$ cat config.mk
export PLATFORM = sky130hd
export DESIGN_NAME = message_receive_cu
export DESIGN_NICKNAME = d
export VERILOG_FILES = /design/src/rtl/message_receive_cu.sv
export SDC_FILE = /design/constraint.sdc
export NUM_CORES = 1
export LEC_CHECK = 0
export ABC_AREA = 0
export CAP_MARGIN = 20
export CORE_ASPECT_RATIO = 1.2
export CORE_MARGIN = 2
export CORE_UTILIZATION = 45
export CTS_CLUSTER_SIZE = 16
export DETAILED_ROUTE_END_ITERATION = 8
export GPL_ROUTABILITY_DRIVEN = 0
export PLACE_DENSITY = 0.65
export SLEW_MARGIN = 15
export SYNTH_ARGS = -nofsm -noshare
export SYNTH_HDL_FRONTEND = slang
export SYNTH_SLANG_ARGS = --single-unit
$ cat constraint.sdc
create_clock -name clk -period 4.05 [get_ports clk]
set_input_delay 0.81 -clock clk [delete_from_list [all_inputs] [get_ports clk]]
set_output_delay 0.81 -clock clk [all_outputs]
set_load 0.01 [all_outputs]
$ cat src/rtl/message_receive_cu.sv
// Serial-to-parallel message receiver with a ready/ack handoff to the consumer.
// Flags truncated frames (frame_err pulse) and traffic during an unacked message (sticky overrun).
module message_receive_cu #(
  parameter int MSG_WIDTH = 8,
  parameter bit MSB_FIRST = 1'b1
) (
  input  logic                 clk,
  input  logic                 reset,
  input  logic                 serial_in,
  input  logic                 valid_in,
  input  logic                 ack,
  input  logic                 clr_ovr,
  output logic [MSG_WIDTH-1:0] message_out,
  output logic                 msg_ready,
  output logic                 busy,
  output logic                 frame_err,
  output logic                 overrun
);

  localparam int CW = $clog2(MSG_WIDTH) + 1;

  typedef enum logic [1:0] {IDLE, RECEIVING, HOLD, SKIP} state_e;

  state_e               state_q, state_d;
  logic [MSG_WIDTH-1:0] shreg_q, shreg_d;
  logic [MSG_WIDTH-1:0] msg_q, msg_d;
  logic [CW-1:0]        cnt_q, cnt_d;
  logic                 ready_q, ready_d;
  logic                 busy_q, busy_d;
  logic                 ferr_q, ferr_d;
  logic                 ovr_q, ovr_d;
  logic [MSG_WIDTH-1:0] shin;
  logic                 ovr_set;

  // shreg_q is held at zero outside RECEIVING, so the IDLE capture can reuse shin
  always_comb begin
    if (MSB_FIRST) shin = {shreg_q[MSG_WIDTH-2:0], serial_in};
    else           shin = {serial_in, shreg_q[MSG_WIDTH-1:1]};
  end

  always_comb begin
    state_d = state_q;
    shreg_d = shreg_q;
    msg_d   = msg_q;
    cnt_d   = cnt_q;
    ready_d = ready_q;
    busy_d  = busy_q;
    ferr_d  = 1'b0;
    ovr_set = 1'b0;
    unique case (state_q)
      IDLE: begin
        if (valid_in) begin
          shreg_d = shin;
          cnt_d   = CW'(1);
          busy_d  = 1'b1;
          state_d = RECEIVING;
        end
      end
      RECEIVING: begin
        if (valid_in) begin
          if (cnt_q == CW'(MSG_WIDTH - 1)) begin
            msg_d   = shin;
            ready_d = 1'b1;
            busy_d  = 1'b0;
            cnt_d   = '0;
            shreg_d = '0;
            state_d = HOLD;
          end else begin
            shreg_d = shin;
            cnt_d   = cnt_q + CW'(1);
          end
        end else begin
          ferr_d  = 1'b1;
          busy_d  = 1'b0;
          cnt_d   = '0;
          shreg_d = '0;
          state_d = IDLE;
        end
      end
      HOLD: begin
        ovr_set = valid_in;
        if (ack) begin
          ready_d = 1'b0;
          state_d = valid_in ? SKIP : IDLE;
        end
      end
      SKIP: begin
        if (!valid_in) state_d = IDLE;
      end
      default: state_d = IDLE;
    endcase
    // set has priority over clear
    if (ovr_set)      ovr_d = 1'b1;
    else if (clr_ovr) ovr_d = 1'b0;
    else              ovr_d = ovr_q;
  end

  always_ff @(posedge clk or negedge reset) begin
    if (!reset) begin
      state_q <= IDLE;
      shreg_q <= '0;
      msg_q   <= '0;
      cnt_q   <= '0;
      ready_q <= 1'b0;
      busy_q  <= 1'b0;
      ferr_q  <= 1'b0;
      ovr_q   <= 1'b0;
    end else begin
      state_q <= state_d;
      shreg_q <= shreg_d;
      msg_q   <= msg_d;
      cnt_q   <= cnt_d;
      ready_q <= ready_d;
      busy_q  <= busy_d;
      ferr_q  <= ferr_d;
      ovr_q   <= ovr_d;
    end
  end

  assign message_out = msg_q;
  assign msg_ready   = ready_q;
  assign busy        = busy_q;
  assign frame_err   = ferr_q;
  assign overrun     = ovr_q;

endmodule

* Yosys cells after proc, flatten, opt, wreduce, memory -nomap -nowiden
Index checks and enable logic that the tools add are counted.
W data, S select, Z words.
** Operators by class
- Add/sub/neg operators :: 1
- Eq/ne operators :: 10
- Multiplexer cells :: 28
- Reduce and logical (&&, ||, !) cells :: 9
** Operator list (count)
- $mux W7 :: 3
- $pmux W7 S2 :: 1
- $mux W2 :: 6
- $mux W4 :: 3
- $mux W1 :: 11
- $ne A2 B2 Y1 const B :: 5
- $pmux W2 S4 :: 1
- $pmux W4 S2 :: 1
- $reduce_and A4 Y1 :: 2
- $reduce_and A3 Y1 :: 2
- $reduce_bool A2 Y1 :: 3
- $add A4 B1 Y4 const B :: 1
- $eq A2 B2 Y1 const B :: 2
- $eq A4 B3 Y1 const B :: 1
- $pmux W1 S2 :: 2
- $ne A3 B3 Y1 const B :: 1
- $eq A2 B1 Y1 const B :: 1
- $logic_not A2 Y1 :: 1
- $reduce_and A2 Y1 :: 1
** Word-level totals
- Bits in registers :: 25
- Input port bits :: 6
- Output and inout port bits :: 12
- Logic and storage cells :: 56

* Depth between registers and ports, before layout
Gate-level depths: netlist (run 1).
- Depth after elaboration :: 4
- Mapped depth :: 5
- Depth with buffers taken out :: 4

* Worst setup path after synthesis (run 1)
No wires, ideal clock.
- Path kind :: input-to-reg
- Start :: input valid_in
- End :: register shreg_q[0]
- Data arrival time :: 1.648 ns
- Path slack :: 2.335 ns
- Stages on the path :: 4
- Buffers on the path :: 1
- Cell sequence :: buf_2 -> and2b_1 -> a21boi_1 -> a22o_1
** Between the ends
- Cells in the longest elaborated chain, start to end :: 2
** Ends and longest elaborated chain
- start, declared :: line 10 : input logic valid_in,
- $mux W7 or $ne A2 B2 Y1 (tied branches)
- $pmux W7 S2 or $reduce_and A2 Y1 (tied branches)
- end signal, assigned :: line 110 : shreg_q <= shreg_d;
- end, declared :: line 25 : logic [MSG_WIDTH-1:0] shreg_q, shreg_d;
Parallel ways exist; a longest one is shown, timed or not.
A chain may end at the register's enable or synchronous reset.

* Worst setup path in the final report (run 1)
- Start :: input valid_in
- End :: register shreg_q[4]
Same word-level chain as after synthesis.

==> impl_metrics.sql, run 1 <==
INSERT INTO impl_metrics (metric_group, metric, value, unit) VALUES
('finish', 'num-nets-final', '107', ''),
('clocking', 'cts.clk_slew.worst_paths', '0.12', 'ns'),
('timing', 'max_freq', '484', 'MHz'),
('clocking', 'cts_root_buffer', 'sky130_fd_sc_hd__clkbuf_4', ''),
('floorplan', 'floorplan.initialDensity', '0.471', ''),
('placement', 'detailed_place_hpwl', '1.33', 'mm'),
('synthesis', 'post_synth_main_area_contributors', 'sky130_fd_sc_hd__dfrtp_1 59%, sky130_fd_sc_hd__mux2_4 11%, sky130_fd_sc_hd__a22o_1 5.8%, sky130_fd_sc_hd__o21ai_0 2.4%, sky130_fd_sc_hd__mux2i_1 1.9%', ''),
('clocking', 'cts_htree_levels', '1', ''),
('floorplan', 'core', '2260', 'sq um'),
('placement', 'placement.cell_area', '1260', 'sq um'),
('timing', 'hold_viol', '0', ''),
('timing', 'setup-tns-final', '0', 'ns'),
('clocking', 'cts-buffers-inserted', '3', ''),
('outcome', 'run_status', 'finished, final reports clean', ''),
('flow_run', 'max_cap_viol_count', '0', ''),
('synthesis', 'ys_dominant_reg_cell', 'sky130_fd_sc_hd__dfrtp_1', ''),
('critical_path', 'worstSetupPathType', 'input pin to flip-flop', ''),
('synthesis', 'synth.top_cell.area_share', '0.588', ''),
('timing', 'grt_setup_unrepaired', 'no', ''),
('power', 'irDropWorstVdd', '247', 'uV'),
('global_route', 'gr-usage-all-layers', '0.148', ''),
('global_route', 'grt_start_max_net_pins', '26', ''),
('timing', 'fin_crit_sh', '0.510', ''),
('global_route', 'via_count_of_the_first_global_routing_pass', '689', ''),
('synthesis', 'synth_net_count', '87', ''),
('detailed_routing', 'dr_total_vias', '664', ''),
('detailed_routing', 'detail_route.wirelength', '1.77', 'mm'),
('floorplan', 'floorplan.die_area', '2770', 'sq um'),
('clocking', 'clk-insertion-delay-late', '0.30', 'ns'),
('clocking', 'clock_path_buffers', '2', ''),
('critical_path', 'start_kind', 'input pin', ''),
('power', 'static-leakage-power', '0.594', 'nW'),
('clocking', 'post_cts.repair.setup_buffers', '0', ''),
('finish', 'num_antenna_cells', '0', ''),
('timing', 'slew_headroom', '0.642', ''),
('timing', 'final-setup-viol-count', '0', ''),
('synthesis', 'synthMostInstantiatedCell', 'sky130_fd_sc_hd__dfrtp_1', ''),
('global_route', 'first_pass_grt_wire_length', '3.10', 'mm'),
('synthesis', 'yosysWarningCount', '0', ''),
('global_route', 'gr_ovfl_total', '0', ''),
('synthesis', 'synthCells', '80', ''),
('detailed_routing', 'drtAntennaViolNets', '0', ''),
('timing', 'worst_slew_pin_slew', '0.537', 'ns'),
('critical_path', 'timing.critical_path.required', '4.30', 'ns'),
('synthesis', 'number_of_synthesized_flops_with_an_enable_pin', '0', ''),
('timing', 'finalClockSkew', '0.00149', 'ns'),
('synthesis', 'postSynthRegisterBits', '25', ''),
('detailed_routing', 'drt-pass1-iter-count', '4', ''),
('finish', 'fillers', '190', ''),
('synthesis', 'seq_area_frac_synth', '0.588', ''),
('critical_path', 'endpoint_kind_of_the_worst_setup_timing_path', 'flip-flop', ''),
('synthesis', 'avgSynthCellArea', '13.3', 'sq um'),
('clocking', 'cts_tree', 'built', ''),
('detailed_routing', 'number_of_drc_violations_after_detailed_routing', '0', ''),
('critical_path', 'critical_path.cell_chain', 'clkdlybuf4s50_1, and2b_1, a21boi_1, a22o_1', ''),
('critical_path', 'slowest_stage', 'sky130_fd_sc_hd__clkdlybuf4s50_1', ''),
('placement', 'port_buffers', '17', ''),
('critical_path', 'critPathMaxFanout', '9', ''),
('clocking', 'numClockSinks', '25', ''),
('timing', 'finalCriticalPeriod', '2.07', 'ns'),
('floorplan', 'height_of_the_die', '57.3', 'microns'),
('clocking', 'cts_resized', '0', ''),
('floorplan', 'ios', '18', ''),
('synthesis', 'async_flop_share', '1.00', ''),
('critical_path', 'arrival', '2.31', 'ns'),
('hold_path', 'hold_path.class', 'input pin to asynchronous set/reset pin', ''),
('critical_path', 'cpPeakStageDelay', '0.64', 'ns'),
('finish', 'post_route_cells_drive_above_1_share', '0.152', ''),
('synthesis', 'post_synth_instance_area', '1060', 'sq um'),
('floorplan', 'die_width', '48.4', 'microns'),
('floorplan', 'fp-row-count', '19', '');
## worst max-delay path: cells and delay by family
family / cells / cell delay (ns)
AND/OR/NAND/NOR: 1 / 0.21
buffers and inverters: 1 / 0.64
AO/OA/AOI/OAI: 2 / 0.65
## cells in the final DEF, fill, tap and decap left out, types with 2 or more instances in the layout
master                            count
sky130_fd_sc_hd__inv_1                4
sky130_fd_sc_hd__clkdlybuf4s50_1     16
sky130_fd_sc_hd__o21ai_0              5
sky130_fd_sc_hd__dfrtp_1             25
sky130_fd_sc_hd__mux2i_1              2
sky130_fd_sc_hd__a22o_1               7
sky130_fd_sc_hd__mux2_4               8
sky130_fd_sc_hd__nor2_1               4
sky130_fd_sc_hd__clkbuf_4             3
sky130_fd_sc_hd__nand2_1              5
## where the power goes
part / internal [mW] / switching, mW / leakage [nW]
Combinational: 0.0264 / 0.0220 / 0.243
Sequential: 0.262 / 0.0110 / 0.336
Clock: 0.0383 / 0.0668 / 0.0150
Total: 0.327 / 0.0997 / 0.594
## flip-flops by register name, indices dropped and copies added (netlist names)
name	cells
shreg_q	7
state_q	2
msg_ready	1
cnt_q	4
overrun	1
frame_err	1
message_out	8
busy	1
## per-layer routing
layer	wire length [microns]	global-route usage	part of all wire	up-vias
met1	809	0.185	0.46	327
met2	892	0.256	0.50	11
met5	0	0	0	-
met4	16	0.0612	0.0090	0
li1	-	-	-	324
met3	50	0.0262	0.028	2
## logic make-up after synthesis
| family | Yosys count | synth area share |
|---|---|---|
| buf+inv | 6 | 0.0294 |
| mux | 10 | 0.132 |
| flops | 25 | 0.588 |
| compound gates | 21 | 0.148 |
| simple gates | 17 | 0.0906 |
| fa+ha+maj | 1 | 0.0118 |
## layout make-up
class                           instances  area, sq um  area share
Timing Repair Buffer                   17          165       0.129
Multi-Input combinational cell         49          407       0.318
Clock buffer                            4         26.3      0.0206
Tap cell                               31         38.8      0.0304
Sequential cell                        25          626       0.490
Inverter                                4         15.0      0.0118
## stage by stage
stage / hold slack, ns / setup WS [ns] / instances / util / power [mW]
2_1_floorplan: 0.473 / 2.33 / 80 / - / 0.302
3_3_place_gp: 0.463 / 1.74 / 126 / 0.556 / 0.327
3_5_place_dp: 0.467 / 1.66 / 126 / 0.556 / 0.328
4_1_cts: 0.497 / 1.98 / 130 / 0.568 / 0.433
5_1_grt: 0.487 / 1.87 / 130 / 0.566 / 0.455
6_report: 0.469 / 1.98 / 130 / 0.566 / 0.427
## final timing paths
check / start / endpoint / cells past startpoint
setup / recovery: valid_in / shreg_q[4] / 4
setup reg to reg: cnt_q[0] / message_out[0] / 4
hold reg to reg: msg_ready / msg_ready / 1
hold / removal: reset / msg_ready / 1
max in group asynchronous: reset / shreg_q[0] / 1
min in group clk: msg_ready / msg_ready / 1
No activity file was read; power rests on OpenSTA's default activity.
==> run 2, diff against run 1 <==
PLACE_DENSITY = 0.68   (was 0.65)
clock period = 1.9 ns   (was 4.05 ns; I/O delays follow)
==> run 2 against run 1 <==
Effect of this change:
- largest cell class unchanged
- hold slack lost 0.079 ns
- clock power rose by 130%
- combinational power increased by 120%
- global-route usage is 0.23 points lower
- design area up 1.9%
- count of clock-buffer cells in the layout down 1
- clock skew rose by 0.0088 ns
- via count is 3.6% higher
==> impl_metrics.sql, run 2 (synthesized netlist as in run 1, its figures left out) <==
INSERT INTO impl_metrics (metric_group, metric, value, unit) VALUES
('timing', 'slew_headroom', '0.668', ''),
('clocking', 'numClockSinks', '25', ''),
('finish', 'num-nets-final', '109', ''),
('clocking', 'cts-buffers-inserted', '3', ''),
('timing', 'fin_crit_sh', '0.876', ''),
('global_route', 'first_pass_grt_wire_length', '3.11', 'mm'),
('timing', 'grt_setup_unrepaired', 'no', ''),
('critical_path', 'timing.critical_path.required', '2.13', 'ns'),
('clocking', 'cts_resized', '0', ''),
('clocking', 'clk-insertion-delay-late', '0.33', 'ns'),
('clocking', 'cts_htree_levels', '1', ''),
('finish', 'largest_register_ff_count', '8', ''),
('global_route', 'grt_util_met3', '0.0262', ''),
('floorplan', 'core', '2260', 'sq um'),
('detailed_routing', 'number_of_drc_violations_after_detailed_routing', '0', ''),
('finish', 'mostFrequentLayoutCell', 'sky130_fd_sc_hd__dfrtp_1', ''),
('global_route', 'grt_start_max_net_pins', '26', ''),
('power', 'power.density', '719', 'nW/um^2'),
('global_route', 'grtUsageMet1', '0.182', ''),
('placement', 'detailed_place_hpwl', '1.24', 'mm'),
('timing', 'finalClockSkew', '0.0103', 'ns'),
('critical_path', 'r2r.worst_path.cells', '4', ''),
('detailed_routing', 'detail_route.wirelength', '1.77', 'mm'),
('clocking', 'cts.hold.buffers_added', '0', ''),
('critical_path', 'r2r_slack', '0.24', 'ns'),
('flow_run', 'max_cap_viol_count', '0', ''),
('outcome', 'run_status', 'finished, final reports clean', ''),
('critical_path', 'endpoint_kind_of_the_worst_setup_timing_path', 'flip-flop', ''),
('timing', 'hold_viol', '0', ''),
('detailed_routing', 'dr_total_vias', '688', ''),
('clocking', 'post_cts.repair.setup_buffers', '0', ''),
('global_route', 'gr_ovfl_total', '0', ''),
('critical_path', 'worstSetupPathType', 'flip-flop to flip-flop', ''),
('detailed_routing', 'drt-pass1-iter-count', '4', ''),
('detailed_routing', 'drtAntennaViolNets', '0', ''),
('clocking', 'cts.clk_slew.worst_paths', '0.14', 'ns'),
('critical_path', 'start_kind', 'flip-flop', ''),
('timing', 'finalCriticalPeriod', '1.66', 'ns'),
('finish', 'area_growth_syn_to_layout', '22.4', '%'),
('power', 'irDropWorstVdd', '500', 'uV'),
('floorplan', 'floorplan.initialDensity', '0.471', ''),
('floorplan', 'ios', '18', ''),
('detailed_routing', 'wl_per_cell', '13.4', 'microns'),
('detailed_routing', 'detailedRoute.firstIterationViolations', '3', ''),
('finish', 'num_antenna_cells', '0', ''),
('timing', 'slew_violations', '0', ''),
('critical_path', 'critPathMaxFanout', '9', ''),
('finish', 'post_route_cells_drive_above_1_share', '0.168', ''),
('placement', 'port_buffers', '17', ''),
('critical_path', 'worst_setup_path_startpoint', 'cnt_q[0]', ''),
('global_route', 'via_count_of_the_first_global_routing_pass', '708', ''),
('critical_path', 'r2r_end', 'message_out[7]', ''),
('timing', 'setup_slack', '0.236', 'ns'),
('global_route', 'grt_util_met2', '0.240', ''),
('timing', 'final-setup-viol-count', '0', ''),
('power', 'static-leakage-power', '0.603', 'nW'),
('critical_path', 'r2r-start', 'cnt_q[0]', ''),
('timing', 'setup-tns-final', '0', 'ns'),
('placement', 'dpl_worst_slack', '0.100', 'ns'),
('floorplan', 'floorplan.die_area', '2770', 'sq um'),
('timing', 'worst_slew_pin_slew', '0.497', 'ns'),
('global_route', 'gr-usage-all-layers', '0.146', ''),
('clocking', 'cts_root_buffer', 'sky130_fd_sc_hd__clkbuf_4', ''),
('global_route', 'antenna_found_initial', '0', ''),
('timing', 'max_freq', '601', 'MHz'),
('hold_path', 'hold_path.class', 'input pin to asynchronous set/reset pin', ''),
('floorplan', 'height_of_the_die', '57.3', 'microns'),
('clocking', 'clock_path_buffers', '2', ''),
('floorplan', 'die_width', '48.4', 'microns'),
('global_route', 'top_usage_layer', 'met2', ''),
('finish', 'fillers', '197', ''),
('detailed_routing', 'route.detailed.vias_per_inst', '5.21', ''),
('clocking', 'cts_tree', 'built', ''),
('critical_path', 'arrival', '1.89', 'ns'),
('finish', 'highest_count_cells_in_the_layout_ignoring_fill_and_taps', '25 x sky130_fd_sc_hd__dfrtp_1, 17 x sky130_fd_sc_hd__clkdlybuf4s50_1, 8 x sky130_fd_sc_hd__mux2_4, 7 x sky130_fd_sc_hd__a22o_1', ''),
('floorplan', 'fp-row-count', '19', '');
[run 2: area by class of cell]
type | instances | area (sq um) | area share
clock buffer | 3 | 22.5 | 0.0173
tap | 31 | 38.8 | 0.0298
multi-input combinational | 49 | 407 | 0.312
timing repair buffer | 19 | 185 | 0.142
inverter | 4 | 15.0 | 0.0115
sequential | 25 | 626 | 0.481
clock inverter | 1 | 7.51 | 0.00577
[run 2: power breakdown]
part           leakage (nW)  switching [mW]  total (mW)  internal, mW
registers             0.336          0.0227       0.582         0.559
clock network        0.0139           0.165       0.246        0.0808
logic                 0.253          0.0475       0.108        0.0604
[run 2: worst max path at each step]
| stage | to | slack, ns | cells past startpoint |
|---|---|---|---|
| 3_3_place_gp | shreg_q[2] | 0.13 | 4 |
| 6_report | message_out[7] | 0.24 | 4 |
| 2_1_floorplan | message_out[0] | 0.34 | 5 |
| 5_1_grt | message_out[7] | 0.15 | 4 |
| 3_5_place_dp | shreg_q[0] | 0.10 | 4 |
| 4_1_cts | message_out[0] | 0.24 | 4 |
[run 2: per-stage QoR]
step	std cells	total power, mW	instance area (sq um)	utilization	hold WS (ns)
3_5_place_dp	128	0.702	1270	0.563	0.466
4_1_cts	132	0.946	1300	0.576	0.398
2_1_floorplan	80	0.644	1060	-	0.0844
3_3_place_gp	128	0.699	1270	0.563	0.465
5_1_grt	132	0.984	1300	0.576	0.420
6_report	132	0.936	1300	0.576	0.390
[run 2: per-layer routing]
metal  up-vias  wire, microns
met1       338            823
met5         -              0
met4         0             54
met3         7             61
met2        16            832
li1        327              -
[run 2: worst max-delay path: stages (launching register included)]
cell and delay (ns):
sky130_fd_sc_hd__dfrtp_1 0.41, sky130_fd_sc_hd__ha_1 0.22, sky130_fd_sc_hd__and3b_1 0.29, sky130_fd_sc_hd__and3_4 0.33, sky130_fd_sc_hd__mux2_4 0.31
==> run 3, diff against run 2 <==
PLACE_DENSITY = 0.65   (was 0.68)
SETUP_SLACK_MARGIN = 0.1   (was unset)
clock period = 2 ns   (was 1.9 ns; I/O delays follow)
==> run 3 against run 2 <==
Effect of this change:
- sequential power down 5.0%
- setup slack better by 0.095 ns
- clock power down 8.5%
- critical path type unchanged
- highest routed layer unchanged
==> impl_metrics.sql, run 3 (synthesized netlist as in run 1, its figures left out) <==
INSERT INTO impl_metrics (metric_group, metric, value, unit) VALUES
('finish', 'num_antenna_cells', '0', ''),
('critical_path', 'critPathMaxFanout', '9', ''),
('clocking', 'cts.clk_slew.worst_paths', '0.14', 'ns'),
('timing', 'slew_violations', '0', ''),
('detailed_routing', 'number_of_drc_violations_after_detailed_routing', '0', ''),
('clocking', 'post_cts.repair.setup_buffers', '0', ''),
('detailed_routing', 'dr_total_vias', '662', ''),
('floorplan', 'floorplan.die_area', '2770', 'sq um'),
('floorplan', 'floorplan.initialDensity', '0.471', ''),
('finish', 'area_growth_syn_to_layout', '22.4', '%'),
('power', 'irDropWorstVdd', '433', 'uV'),
('flow_run', 'max_cap_viol_count', '0', ''),
('finish', 'finish.utilization', '0.576', ''),
('critical_path', 'endpoint_kind_of_the_worst_setup_timing_path', 'flip-flop', ''),
('power', 'static-leakage-power', '0.603', 'nW'),
('timing', 'max_freq', '599', 'MHz'),
('placement', 'dpl_worst_slack', '0.157', 'ns'),
('finish', 'post_route_cells_drive_above_1_share', '0.168', ''),
('clocking', 'numClockSinks', '25', ''),
('clocking', 'cts_tree', 'built', ''),
('timing', 'finalCriticalPeriod', '1.67', 'ns'),
('clocking', 'clk-insertion-delay-late', '0.31', 'ns'),
('finish', 'ff_latch_area', '626', 'sq um'),
('clocking', 'clock_path_buffers', '2', ''),
('power', 'power.density', '676', 'nW/um^2'),
('placement', 'detailed_place_hpwl', '1.26', 'mm'),
('timing', 'setup_slack', '0.331', 'ns'),
('clocking', 'cts_root_buffer', 'sky130_fd_sc_hd__clkbuf_4', ''),
('finish', 'largest_register_ff_count', '8', ''),
('critical_path', 'start_kind', 'flip-flop', ''),
('timing', 'hold_slack', '0.424', 'ns'),
('global_route', 'grt_util_met3', '0.0262', ''),
('timing', 'fin_crit_sh', '0.835', ''),
('finish', 'multi_input_comb_area', '407', 'sq um'),
('detailed_routing', 'detail_route.wirelength', '1.76', 'mm'),
('timing', 'finalClockSkew', '0.00142', 'ns'),
('finish', 'final_area', '1300', 'sq um'),
('timing', 'setup-tns-final', '0', 'ns'),
('clocking', 'cts.hold.buffers_added', '0', ''),
('timing', 'slew_headroom', '0.657', ''),
('floorplan', 'height_of_the_die', '57.3', 'microns'),
('clocking', 'cts_htree_levels', '1', ''),
('detailed_routing', 'wl_per_cell', '13.3', 'microns'),
('detailed_routing', 'drt-pass1-iter-count', '4', ''),
('floorplan', 'ios', '18', ''),
('global_route', 'grt_util_met2', '0.222', ''),
('detailed_routing', 'drtAntennaViolNets', '0', ''),
('critical_path', 'worstSetupPathType', 'flip-flop to flip-flop', ''),
('global_route', 'gr_ovfl_total', '0', ''),
('outcome', 'run_status', 'finished, final reports clean', ''),
('global_route', 'grt_start_max_net_pins', '26', ''),
('timing', 'final-setup-viol-count', '0', ''),
('finish', 'mostFrequentLayoutCell', 'sky130_fd_sc_hd__dfrtp_1', ''),
('clocking', 'cts-buffers-inserted', '3', ''),
('detailed_routing', 'route.detailed.vias_per_inst', '5.02', ''),
('floorplan', 'core', '2260', 'sq um'),
('hold_path', 'hold_path.class', 'input pin to asynchronous set/reset pin', ''),
('timing', 'grt_setup_unrepaired', 'no', ''),
('detailed_routing', 'detailedRoute.firstIterationViolations', '6', ''),
('placement', 'placement.cell_area', '1270', 'sq um'),
('global_route', 'first_pass_grt_wire_length', '2.95', 'mm'),
('global_route', 'antenna_found_initial', '0', ''),
('global_route', 'grtUsageMet1', '0.183', ''),
('floorplan', 'fp-row-count', '19', ''),
('global_route', 'top_usage_layer', 'met2', ''),
('finish', 'instances_no_fill', '132', ''),
('timing', 'worst_slew_pin_slew', '0.514', 'ns'),
('global_route', 'gr-usage-all-layers', '0.136', ''),
('placement', 'placed_cells', '128', ''),
('timing', 'hold_viol', '0', ''),
('power', 'sum_of_internal_switching_and_leakage_power', '0.879', 'mW'),
('placement', 'port_buffers', '17', ''),
('finish', 'fillers', '200', ''),
('global_route', 'via_count_of_the_first_global_routing_pass', '647', ''),
('critical_path', 'timing.critical_path.required', '2.21', 'ns'),
('critical_path', 'arrival', '1.88', 'ns'),
('floorplan', 'die_width', '48.4', 'microns'),
('finish', 'num-nets-final', '109', ''),
('finish', 'highest_count_cells_in_the_layout_ignoring_fill_and_taps', '25 x sky130_fd_sc_hd__dfrtp_1, 17 x sky130_fd_sc_hd__clkdlybuf4s50_1, 8 x sky130_fd_sc_hd__mux2_4, 7 x sky130_fd_sc_hd__a22o_1', ''),
('clocking', 'cts_resized', '0', '');
run 3: cell counts in the layout (fill, tap and decap cells not counted):
No cell type changed its count.
run 3: worst paths after layout:
check,start,end,slack [ns],cells after the start
max,cnt_q[0],message_out[0],0.33,4
min,reset,message_out[7],0.42,2
max reg2reg,cnt_q[0],message_out[0],0.33,4
min reg2reg,msg_ready,msg_ready,0.49,1
max in group asynchronous,reset,shreg_q[1],1.34,2
min in group clk,msg_ready,msg_ready,0.49,1
run 3: area by class of cell:
class                           instances  area share
Sequential cell                        25       0.481
Clock buffer                            3      0.0173
Tap cell                               31      0.0298
Inverter                                4      0.0115
Multi-Input combinational cell         49       0.312
Clock inverter                          1     0.00577
Timing Repair Buffer                   19       0.142
run 3: per-layer routing:
metal	part of all wire	routed length, microns	vias up
met5	0	0	-
met4	0.0091	16	0
met3	0.031	54	2
met2	0.46	817	9
met1	0.49	869	323
li1	-	-	328
run 3: worst max-delay path: stages, from the launching register on:
cell                      delay [ns]
sky130_fd_sc_hd__dfrtp_1        0.42
sky130_fd_sc_hd__ha_1           0.22
sky130_fd_sc_hd__and3b_1        0.28
sky130_fd_sc_hd__and3_4         0.33
sky130_fd_sc_hd__mux2_4         0.32
run 3: power breakdown:
| group | leakage [nW] | switching, mW | internal (mW) |
|---|---|---|---|
| logic | 0.253 | 0.0445 | 0.0571 |
| registers | 0.336 | 0.0213 | 0.531 |
| clock network | 0.0139 | 0.149 | 0.0761 |
